## src/rtl/alarm_pkg.sv

```systemverilog
// Shared types and helpers for the alarm controller: state encoding and timer sizing.
package alarm_pkg;

    typedef enum logic [2:0] {
        DISARMED   = 3'd0,
        EXIT_WAIT  = 3'd1,
        ARMED      = 3'd2,
        ENTRY_WAIT = 3'd3,
        ALARM      = 3'd4
    } alarm_state_t;

    // Width of a down-counter able to hold the longest of the three delays.
    function automatic int timer_width(input int exit_cyc, input int entry_cyc, input int siren_cyc);
        int longest;
        longest = exit_cyc;
        if (entry_cyc > longest) longest = entry_cyc;
        if (siren_cyc > longest) longest = siren_cyc;
        return $clog2(longest + 1);
    endfunction

endpackage

```

## src/rtl/alarm_timer.sv

```systemverilog
// Saturating down-counter shared by the exit, entry and siren delays.
// done is high whenever the count has reached zero.
module alarm_timer #(
    parameter int W = 4
) (
    input  logic         clk,
    input  logic         rst_n,
    input  logic         load,
    input  logic [W-1:0] load_val,
    input  logic         tick,
    output logic         done
);

    logic [W-1:0] count;

    // Load has priority over counting; the count stops at zero instead of wrapping.
    always_ff @(posedge clk) begin
        if (!rst_n) begin
            count <= '0;
        end else if (load) begin
            count <= load_val;
        end else if (tick && (count != '0)) begin
            count <= count - 1'b1;
        end
    end

    assign done = (count == '0);

endmodule

```

## src/rtl/alarm_ctrl.sv

```systemverilog
// Arm/disarm alarm state machine with exit/entry delays, per-zone bypass,
// instant/delayed zone classes, a latched trip record and a bounded siren.
module alarm_ctrl
    import alarm_pkg::*;
#(
    parameter int N_SEN     = 4,
    parameter int EXIT_CYC  = 16,
    parameter int ENTRY_CYC = 16,
    parameter int SIREN_CYC = 64
) (
    input  logic             clk,
    input  logic             rst_n,
    input  logic [N_SEN-1:0] sen,
    input  logic             en,
    input  logic [N_SEN-1:0] bypass,
    input  logic [N_SEN-1:0] delay_zone,
    output logic             alarm_out,
    output logic             armed,
    output logic             warn,
    output logic [N_SEN-1:0] trip,
    output logic [2:0]       state
);

    localparam int TW = timer_width(EXIT_CYC, ENTRY_CYC, SIREN_CYC);

    // The timer reports done once it has counted down to zero, and the
    // transition happens on the following edge, so loading L-1 yields
    // exactly L cycles spent in the timed state.
    localparam logic [TW-1:0] EXIT_LD  = TW'(EXIT_CYC - 1);
    localparam logic [TW-1:0] ENTRY_LD = TW'(ENTRY_CYC - 1);
    localparam logic [TW-1:0] SIREN_LD = TW'(SIREN_CYC - 1);

    alarm_state_t     state_q;
    alarm_state_t     state_d;
    logic [N_SEN-1:0] trip_d;
    logic [N_SEN-1:0] v;
    logic             inst_hit;
    logic             del_hit;
    logic             timer_load;
    logic [TW-1:0]    timer_val;
    logic             timer_tick;
    logic             timer_done;

    assign v        = sen & ~bypass;
    assign inst_hit = |(v & ~delay_zone);
    assign del_hit  = |(v & delay_zone);

    // Only the timed states consume the counter; elsewhere it just holds.
    assign timer_tick = (state_q == EXIT_WAIT) || (state_q == ENTRY_WAIT) || (state_q == ALARM);

    alarm_timer #(
        .W(TW)
    ) u_timer (
        .clk     (clk),
        .rst_n   (rst_n),
        .load    (timer_load),
        .load_val(timer_val),
        .tick    (timer_tick),
        .done    (timer_done)
    );

    // Next-state, timer load and trip update; disarm beats every other transition.
    always_comb begin
        state_d    = state_q;
        trip_d     = trip;
        timer_load = 1'b0;
        timer_val  = '0;
        if (!en) begin
            state_d = DISARMED;
        end else begin
            case (state_q)
                DISARMED: begin
                    state_d    = EXIT_WAIT;
                    trip_d     = '0;
                    timer_load = 1'b1;
                    timer_val  = EXIT_LD;
                end
                EXIT_WAIT: begin
                    if (timer_done) state_d = ARMED;
                end
                ARMED: begin
                    if (inst_hit) begin
                        state_d    = ALARM;
                        trip_d     = trip | v;
                        timer_load = 1'b1;
                        timer_val  = SIREN_LD;
                    end else if (del_hit) begin
                        state_d    = ENTRY_WAIT;
                        trip_d     = trip | v;
                        timer_load = 1'b1;
                        timer_val  = ENTRY_LD;
                    end
                end
                ENTRY_WAIT: begin
                    trip_d = trip | v;
                    if (inst_hit || timer_done) begin
                        state_d    = ALARM;
                        timer_load = 1'b1;
                        timer_val  = SIREN_LD;
                    end
                end
                ALARM: begin
                    trip_d = trip | v;
                    if (timer_done) state_d = ARMED;
                end
                default: begin
                    state_d = DISARMED;
                end
            endcase
        end
    end

    // State, trip record and output decodes, all registered from the next state.
    always_ff @(posedge clk) begin
        if (!rst_n) begin
            state_q   <= DISARMED;
            trip      <= '0;
            alarm_out <= 1'b0;
            armed     <= 1'b0;
            warn      <= 1'b0;
        end else begin
            state_q   <= state_d;
            trip      <= trip_d;
            alarm_out <= (state_d == ALARM);
            armed     <= (state_d == ARMED) || (state_d == ENTRY_WAIT) || (state_d == ALARM);
            warn      <= (state_d == EXIT_WAIT) || (state_d == ENTRY_WAIT);
        end
    end

    assign state = state_q;

endmodule
```

## config.mk

```make
export PLATFORM = sky130hd
export DESIGN_NAME = alarm_ctrl
export DESIGN_NICKNAME = d
export VERILOG_FILES = /design/src/rtl/alarm_pkg.sv /design/src/rtl/alarm_timer.sv /design/src/rtl/alarm_ctrl.sv
export SDC_FILE = /design/constraint.sdc
export NUM_CORES = 1
export LEC_CHECK = 0
export CORE_MARGIN = 10
export CORE_UTILIZATION = 50
export DETAILED_ROUTE_END_ITERATION = 10
export PLACE_DENSITY = 0.81
export REMOVE_ABC_BUFFERS = 1
export SYNTH_ARGS = -nofsm -noshare
export SYNTH_HDL_FRONTEND = slang
export SYNTH_SLANG_ARGS = --single-unit
```

## constraint.sdc

```tcl
create_clock -name clk -period 3.7 [get_ports clk]
set_input_delay 0.74 -clock clk [delete_from_list [all_inputs] [get_ports clk]]
set_output_delay 0.74 -clock clk [all_outputs]
set_load 0.01 [all_outputs]
```

# After elaboration in Yosys (flattened, before gate mapping)
# Cells that the tools add are included.
[word_totals] latch_bits=0 ramBits=0 register_bits=17 output_inout_bits=10 memories=0 rom_bits=0
[classes] n_bitwise=6 eq_ne=9 mul=0 n_addsub=1 muxes=21 magnitude_cmp=0 n_shift=0 reduce_logical=17 div_mod_pow=0
[ops] op="$mux 6" n=3
[ops] op="$pmux 6 s3" n=1
[ops] op="$mux 3" n=5
[ops] op="$mux 7" n=2
[ops] op="$and 4x4->4" n=3
[ops] op="$eq 3x2->1 const B" n=4
[ops] op="$mux 4" n=3
[ops] op="$pmux 3 s4" n=1
[ops] op="$pmux 4 s3" n=1
[ops] op="$not 4->4" n=2
[ops] op="$reduce_or 4->1" n=2
[ops] op="$logic_not 7->1" n=1
[ops] op="$reduce_bool 7->1" n=1
[ops] op="$sub 7x1->7 const B" n=1
[ops] op="$eq 3x1->1 const B" n=2
[ops] op="$eq 3x3->1 const B" n=2
[ops] op="$logic_or 1x1->1" n=6
[ops] op="$mux 1" n=4
[ops] op="$or 4x4->4" n=1
[ops] op="$reduce_or 2->1" n=2
[ops] op="$logic_not 3->1" n=1
[ops] op="$ne 3x3->1 const B" n=1
[ops] op="$pmux 1 s3" n=1
[ops] op="$reduce_and 3->1" n=1
[ops] op="3 further kinds" n=3

# Logic depth before layout (Yosys ltp)
# Gate-level depths: netlist of run 1.
[depth] ltp_word=11 mapped_depth=7 ltp_nobuf=7

# Modules after synthesis
# From an unflattened synthesis of run 1, not the netlist that was laid out.
[unflattened] cells_unflattened=122 hier_area_um2=1073.5
[modules_own_cells] module="alarm_ctrl" area_each_um2=654.4 n_inst=1 cells_per_inst=75 seq_area_each_um2=200.2
[modules_own_cells] module="alarm_timer" area_each_um2=419.2 n_inst=1 cells_per_inst=47 seq_area_each_um2=140.1

# Worst setup path before layout of run 1
# No wires, ideal clock.
[synth_path] path_type="input to register" from="input port sen[1]" to="register u_timer.count[6]" arrival_ns=1.753 setup_slack_ns=1.831 n_path_buf=0 required_ns=3.584 path_stages=5 path_cell_list="nor2b_1 a2111oi_4 a211o_2 nor2b_2 and4_1"
[synth_between] elab_chain_len=8 elab_cells_between_ends=13 cone_classes="mux: 6; bitwise: 3; reduce/logical: 4"
[synth_rtl] item="from (decl)" line_no="alarm_ctrl.sv:13" source="input logic [N_SEN-1:0] sen,"
[synth_rtl] item="$and 4x4->4 *" line_no="alarm_ctrl.sv:44" source="assign v = sen & ~bypass;"
[synth_rtl] item="$and 4x4->4, on equally long branches" line_no="alarm_ctrl.sv:46, alarm_ctrl.sv:45"
[synth_rtl] item="$reduce_or 4->1, on equally long branches" line_no="alarm_ctrl.sv:46, alarm_ctrl.sv:45"
[synth_rtl] item="$mux 1 or $logic_or 1x1->1 (tied branches)" line_no="alarm_ctrl.sv:87, alarm_ctrl.sv:96"
[synth_rtl] item="$mux 1, on equally long branches" line_no="alarm_ctrl.sv:82, alarm_ctrl.sv:96"
[synth_rtl] item="$pmux 1 s3 *" line_no="alarm_ctrl.sv:71" source="case (state_q)"
[synth_rtl] item="$mux 1 *" line_no="alarm_ctrl.sv:68" source="if (!en) begin"
[synth_rtl] item="$mux 7 or $reduce_bool 2->1 (tied branches)"
[synth_rtl] item="to (signal assigned)" line_no="alarm_timer.sv:21" source="count <= load_val;"
[synth_rtl] item="to (signal assigned)" line_no="alarm_timer.sv:23" source="count <= count - 1'b1;"
[synth_rtl] item="to (decl)" line_no="alarm_timer.sv:14" source="logic [W-1:0] count;"
# Mark *: on every way between the ends. The rest lies on a longest branch, timed or not.
# A chain may end at the register's enable or synchronous reset.

# Worst setup path in the final report of run 1
[layout_path] from="register state_q[1], in the netlist state[1]" to="output port state[1]"
[layout_rtl] item="from (decl)" line_no="alarm_ctrl.sv:33" source="alarm_state_t state_q;"
[layout_rtl] item="from (signal assigned)" line_no="alarm_ctrl.sv:122" source="state_q <= state_d;"
[layout_rtl] item="to (decl)" line_no="alarm_ctrl.sv:21" source="output logic [2:0] state"
# No word-level cell between the ends.

==> flow_metrics.env, run 1 <==
export IMPL_outcome="completed"
export IMPL_synthesis_area_um2=919.6
export IMPL_io_buffers=24
export IMPL_num_rows=15
export IMPL_placedCellCount=149
export IMPL_place_congestion=0.7672
export IMPL_hold_viol=0
export IMPL_ios=25
export IMPL_routed_wl_mm=2.025
export IMPL_max_freq_ghz=0.4596
export IMPL_setup_violations=0
export IMPL_htree_levels=1
export IMPL_drive_above_1_share_pct=11.72
export IMPL_antenna_found_initial=0
export IMPL_criticalPathCategory="reg -> out"
export IMPL_crit_arrival_ns=1.44
export IMPL_required_ns=2.96
export IMPL_grt_max_degree=11
export IMPL_fin_setup_tns_ns=0
export IMPL_ant_nets=0
export IMPL_synth_seq_cells=17
export IMPL_ys_seq_area_share_pct=37.01
export IMPL_hold_path_class="reg -> reg"
export IMPL_wl_per_cell_um=13.24
export IMPL_fin_crit_ns=2.176
export IMPL_cp_start_kind="register"
export IMPL_cts_buffer_depth=2
export IMPL_critPathBufInv=1
export IMPL_root_buffer="clkbuf_4"
export IMPL_finalNonFillerCells=153
export IMPL_track_usage_pct=10.85
export IMPL_fin_skew_ns=0.009317
export IMPL_syn_area_per_cell_um2=9.016
export IMPL_maxCapViolCount=0
export IMPL_core_mm2=0.001727
export IMPL_vias=798
export IMPL_r2r_setup_slack_ns=1.93
export IMPL_first_pass_iters=4
export IMPL_crit_fanout=10
export IMPL_finalCritPeriodShare_pct=58.81
export IMPL_power_leakage_uw=0.0004551
export IMPL_worst_pin_slew_ns=0.5767
export IMPL_die_height_um=62.89
export IMPL_nFillCells=142
export IMPL_clock_latency_ns=0.30
export IMPL_cp_cell_sequence="clkdlybuf4s50_1"
export IMPL_cts_setup_buffers=0
export IMPL_final_nets=145
export IMPL_power_density_mw_per_mm2=327.0
export IMPL_grt_pass1_wl_mm=3.553
export IMPL_relSlewSlack_pct=61.22
export IMPL_hold_buffers=0
export IMPL_gr_total_overflow=0
export IMPL_cts_clk_slew_worst_paths_ns=0.11
export IMPL_syn_inst=102
export IMPL_maxSlewViolCount=0
export IMPL_vias_per_cell=5.216
export IMPL_drc=0
export IMPL_post_cts_resized=0
export IMPL_yosysWarnings=0
export IMPL_grt_setup_unrepaired="no"
export IMPL_die_area_mm2=0.003955
export IMPL_cp_slowest_cell="clkdlybuf4s50_1"
export IMPL_syn2layout_area_growth_pct=30.48
export IMPL_hpwl_mm=1.666
export IMPL_numCtsBuffers=3
export IMPL_max_stage_delay_ns=0.61
export IMPL_die_w_um=62.89
export IMPL_antenna_cells=0
export IMPL_synth_cell_types=37
export IMPL_grt_pass1_vias=841
export IMPL_crit_family="buffers and inverters"
export IMPL_irDropWorstVdd_v=0.0002043
export IMPL_initial_core_util_pct=53.26
export IMPL_cp_end_kind="primary output"
export IMPL_cts_tree="built"
export IMPL_drtIter0Drc=11
export IMPL_cts_sinks=17
## final timing paths
check / start / to / cells after the start
setup / recovery: state[1] / state[1] / 1
hold reg to reg: trip[3] / trip[3] / 2
setup reg to reg: u_timer.count[0] / u_timer.count[6] / 7
hold / removal: trip[3] / trip[3] / 2
## flip-flops by register name, indices dropped and copies added, names as in the netlist
signal	cells
warn	1
state	3
alarm_out	1
u_timer.count	7
trip	4
armed	1
## cell type report
type / instances / area [um^2] / share of cell area [%]
Sequential cell: 17 / 340.3 / 28.36
Multi-Input combinational cell: 75 / 530.5 / 44.21
Tap cell: 25 / 31.28 / 2.607
Clock inverter: 1 / 5.005 / 0.4171
Timing Repair Buffer: 24 / 240.2 / 20.02
Inverter: 8 / 30.03 / 2.503
Clock buffer: 3 / 22.52 / 1.877
## cell families (layout without fill, tap and decap cells)
family / count (synthesis) / count (layout) / share of synthesized area (%)
fa+ha+maj: 1 / 1 / 1.360
buf+inv: 10 / 36 / 5.306
flops: 17 / 17 / 37.01
compound gates: 26 / 26 / 22.31
xor+xnor: 5 / 5 / 4.763
simple gates: 43 / 43 / 29.25
## cell usage after synthesis (all sizes together)
cell type,count,share of area (%)
nor3b,5,4.6
o21a,1,0.82
o21ai,5,2.7
dfxtp,17,37
nor4b,1,2.6
xnor2,3,2.9
and3b,3,2.9
and4bb,1,1.4
nand2,9,3.7
a2bb2oi,1,1.6
nor4,1,1.4
nor2b,2,1.6
nor2,13,5.3
buf,2,2.0
xor2,2,1.9
ha,1,1.4
o31ai,1,0.82
nand2b,1,0.68
inv,8,3.3
and4,1,0.95
o211ai,1,0.82
a22oi,1,0.82
a2111oi,1,3.0
and2b,1,0.95
nand3,4,2.7
a31oi,3,2.0
a21boi,4,3.3
a211o,1,1.1
a21oi,5,2.7
nor3,1,0.54
a211oi,1,1.4
o32a,1,1.2
## metal layers
layer | share of wire [%] | vias to the layer above | GRT usage, %
met2 | 48 | 20 | 19.16
li1 | - | 414 | -
met1 | 43 | 359 | 10.62
met5 | 0 | - | 0
met3 | 7.5 | 5 | 4.659
met4 | 1.9 | 0 | 5.028
## placed cells by master (no fill, tap or decap), drive strengths merged, types with 2 or more instances in the layout
master | synthesis | layout
and3b | 3 | 3
xor2 | 2 | 2
xnor2 | 3 | 3
dfxtp | 17 | 17
clkdlybuf4s50 | 0 | 24
clkbuf | 0 | 3
nor2 | 13 | 13
nor3b | 5 | 5
o21ai | 5 | 5
nor2b | 2 | 2
inv | 8 | 8
nand3 | 4 | 4
a31oi | 3 | 3
nand2 | 9 | 9
a21boi | 4 | 4
a21oi | 5 | 5
## power by group
part / internal, uW / leakage, uW / switching [uW]
sequential: 192 / 0.000139 / 9.95
combinational: 47.8 / 0.000298 / 39.6
clock: 40.3 / 0.0000177 / 62.5
## per-stage QoR
step	util [%]	power [uW]	hold WS (ns)	worst slack (ns)	area [um^2]
after floorplan	-	258.6	0.4664	1.831	900.9
after global placement	67.90	291.9	0.4550	1.282	1172
after detailed placement	67.90	294.1	0.4640	1.221	1172
after CTS	69.49	393.1	0.4929	1.514	1200
after global routing	69.49	413.3	0.5153	1.443	1200
final	69.49	392.3	0.4854	1.524	1200
Power figures use the tool's default switching activity.
==> inputs of run 2 (changes only) <==
- CORE_ASPECT_RATIO: unset -> 0.7
- CORE_UTILIZATION: 50 -> 46
- PLACE_DENSITY: 0.81 -> 0.76
- clock period: 3.7 -> 2.1 ns (I/O delays scaled with it)
==> run 2 against run 1 <==
  * Cell count unchanged
  * Clock skew is 0.0078 ns lower
  * Largest cell class unchanged
  * Worst setup slack got worse by 1.3 ns
  * Non-clock buffer count grew 3
  * Largest power group unchanged
==> flow_metrics.env, run 2 (synthesis gave the netlist of run 1 again) <==
export IMPL_outcome="completed"
export IMPL_wl_per_cell_um=14.59
export IMPL_largest_register_ffs=7
export IMPL_numCtsBuffers=3
export IMPL_maxSlewViolCount=0
export IMPL_timing_rr_end="u_timer.count[6]"
export IMPL_hold_path_class="reg -> reg"
export IMPL_finalCritPeriodShare_pct=89.75
export IMPL_cts_sinks=17
export IMPL_antenna_cells=0
export IMPL_die_w_um=73.44
export IMPL_post_cts_resized=0
export IMPL_hold_viol=0
export IMPL_die_area_mm2=0.004216
export IMPL_drc=0
export IMPL_largest_register="u_timer.count"
export IMPL_critPathCapture="u_timer.count[6]"
export IMPL_worst_slack_ns=0.2153
export IMPL_fin_setup_tns_ns=0
export IMPL_cp_cell_sequence="clkdlybuf4s50_1, and3b_1, a2111oi_4, a211o_2, nor2b_2, and4_1"
export IMPL_ant_nets=0
export IMPL_cp_slowest_cell="clkdlybuf4s50_1"
export IMPL_routed_wl_mm=2.232
export IMPL_hold_buffers=0
export IMPL_power_density_mw_per_mm2=569.7
export IMPL_r2r_setup_slack_ns=0.26
export IMPL_root_buffer="clkbuf_4"
export IMPL_multi_input_area_um2=530.5
export IMPL_cts_setup_buffers=0
export IMPL_gr_total_overflow=0
export IMPL_cts_tree="built"
export IMPL_relSlewSlack_pct=76.77
export IMPL_crit_fanout=5
export IMPL_num_rows=13
export IMPL_drtIter0Drc=70
export IMPL_setup_violations=0
export IMPL_criticalPathCategory="in -> reg"
export IMPL_io_buffers=24
export IMPL_seq_area_um2=340.3
export IMPL_cp_start_kind="input pin"
export IMPL_cts_clk_slew_worst_paths_ns=0.09
export IMPL_vias=831
export IMPL_htree_levels=1
export IMPL_first_pass_iters=4
export IMPL_grt_pass1_vias=798
export IMPL_track_usage_pct=11.20
export IMPL_ios=25
export IMPL_irDropWorstVdd_v=0.0003795
export IMPL_max_freq_ghz=0.5306
export IMPL_fin_skew_ns=0.001509
export IMPL_vias_per_cell=5.431
export IMPL_fin_crit_ns=1.885
export IMPL_power_leakage_uw=0.0004665
export IMPL_nFillCells=159
export IMPL_dp_slack_ns=-0.06883
export IMPL_final_nets=148
export IMPL_cts_buffer_depth=2
export IMPL_crit_arrival_ns=2.12
export IMPL_max_stage_delay_ns=0.50
export IMPL_layout_common_cells="24 x clkdlybuf4s50_1, 17 x dfxtp_1, 13 x nor2_1"
export IMPL_antenna_found_initial=0
export IMPL_worst_pin_slew_ns=0.3470
export IMPL_hpwl_mm=1.778
export IMPL_clock_latency_ns=0.29
export IMPL_required_ns=2.34
export IMPL_grt_pass1_wl_mm=3.808
export IMPL_core_mm2=0.001871
export IMPL_cp_end_kind="register"
export IMPL_place_congestion=0.8494
export IMPL_drive_above_1_share_pct=12.98
export IMPL_syn2layout_area_growth_pct=32.38
export IMPL_reg2regPathDepth=7
export IMPL_initial_core_util_pct=49.16
export IMPL_maxCapViolCount=0
export IMPL_die_height_um=57.41
export IMPL_grt_max_degree=11
export IMPL_r2r_start="u_timer.count[0]"
export IMPL_crit_start="bypass[3]"
export IMPL_grt_setup_unrepaired="no"
export IMPL_mostFrequentLayoutCell="clkdlybuf4s50_1"
[run 2: cell count changes in the layout (fill, tap and decap cells not counted), sizes merged]
cell / previous run / this run
buf: 0 / 3
clkbuf: 3 / 4
clkinv: 1 / 0
[run 2: final cells by class]
type,instances,area share [%]
clock buffers,4,2.158
well taps,22,2.261
flip-flops and latches,17,27.95
inverters,8,2.467
multi-input cells,75,43.58
repair buffers,27,21.58
[run 2: through the flow]
stage	cells	power, uW	hold slack (ns)	cell area (um^2)	utilization [%]
2_1_floorplan	100	455.7	0.4664	900.9	-
3_3_place_gp	149	522.8	0.4535	1191	63.68
3_5_place_dp	149	526.9	0.4691	1191	63.68
4_1_cts	153	700.1	0.4903	1217	65.08
5_1_grt	153	732.9	0.5314	1217	65.08
6_report	153	693.5	0.4886	1217	65.08
[run 2: power breakdown]
part | leakage [uW] | total, uW | switching, uW | internal, uW
registers | 0.000139 | 356 | 17.7 | 338
clock network | 0.0000150 | 172 | 98.3 | 74.0
logic | 0.000312 | 165 | 75.4 | 89.8
total | 0.000466 | 694 | 191 | 502
[run 2: routing by layer]
layer  share of wire [%]  vias to the layer above  track usage [%]
met5                   0                        -                0
met2                  47                       19            17.11
met3                 5.9                        4            4.836
met1                  47                      390            13.59
met4                0.85                        0            3.979
li1                    -                      418                -
[run 2: how the worst min path moves through the flow]
stage                     startpoint          endpoint  slack (ns)  depth (start not counted)
CTS                          trip[0]           trip[0]        0.49                          2
global placement             trip[3]           trip[3]        0.45                          2
detailed placement           trip[0]           trip[0]        0.47                          2
global route        u_timer.count[6]  u_timer.count[6]        0.53                          1
floorplan           u_timer.count[6]  u_timer.count[6]        0.47                          1
finish                       trip[0]           trip[0]        0.49                          2
[run 2: worst max-delay path, delay by kind of cell]
family,cells,cell delay [ns]
compound gates,2,0.53
simple gates,3,0.68
buf+inv,1,0.50
==> inputs of run 3 (changes only) <==
- ABC_CLOCK_PERIOD_IN_PS: unset -> 2100
==> results of run 3 <==
No change in the layout: final DEF, timing and power equal those of run 2.
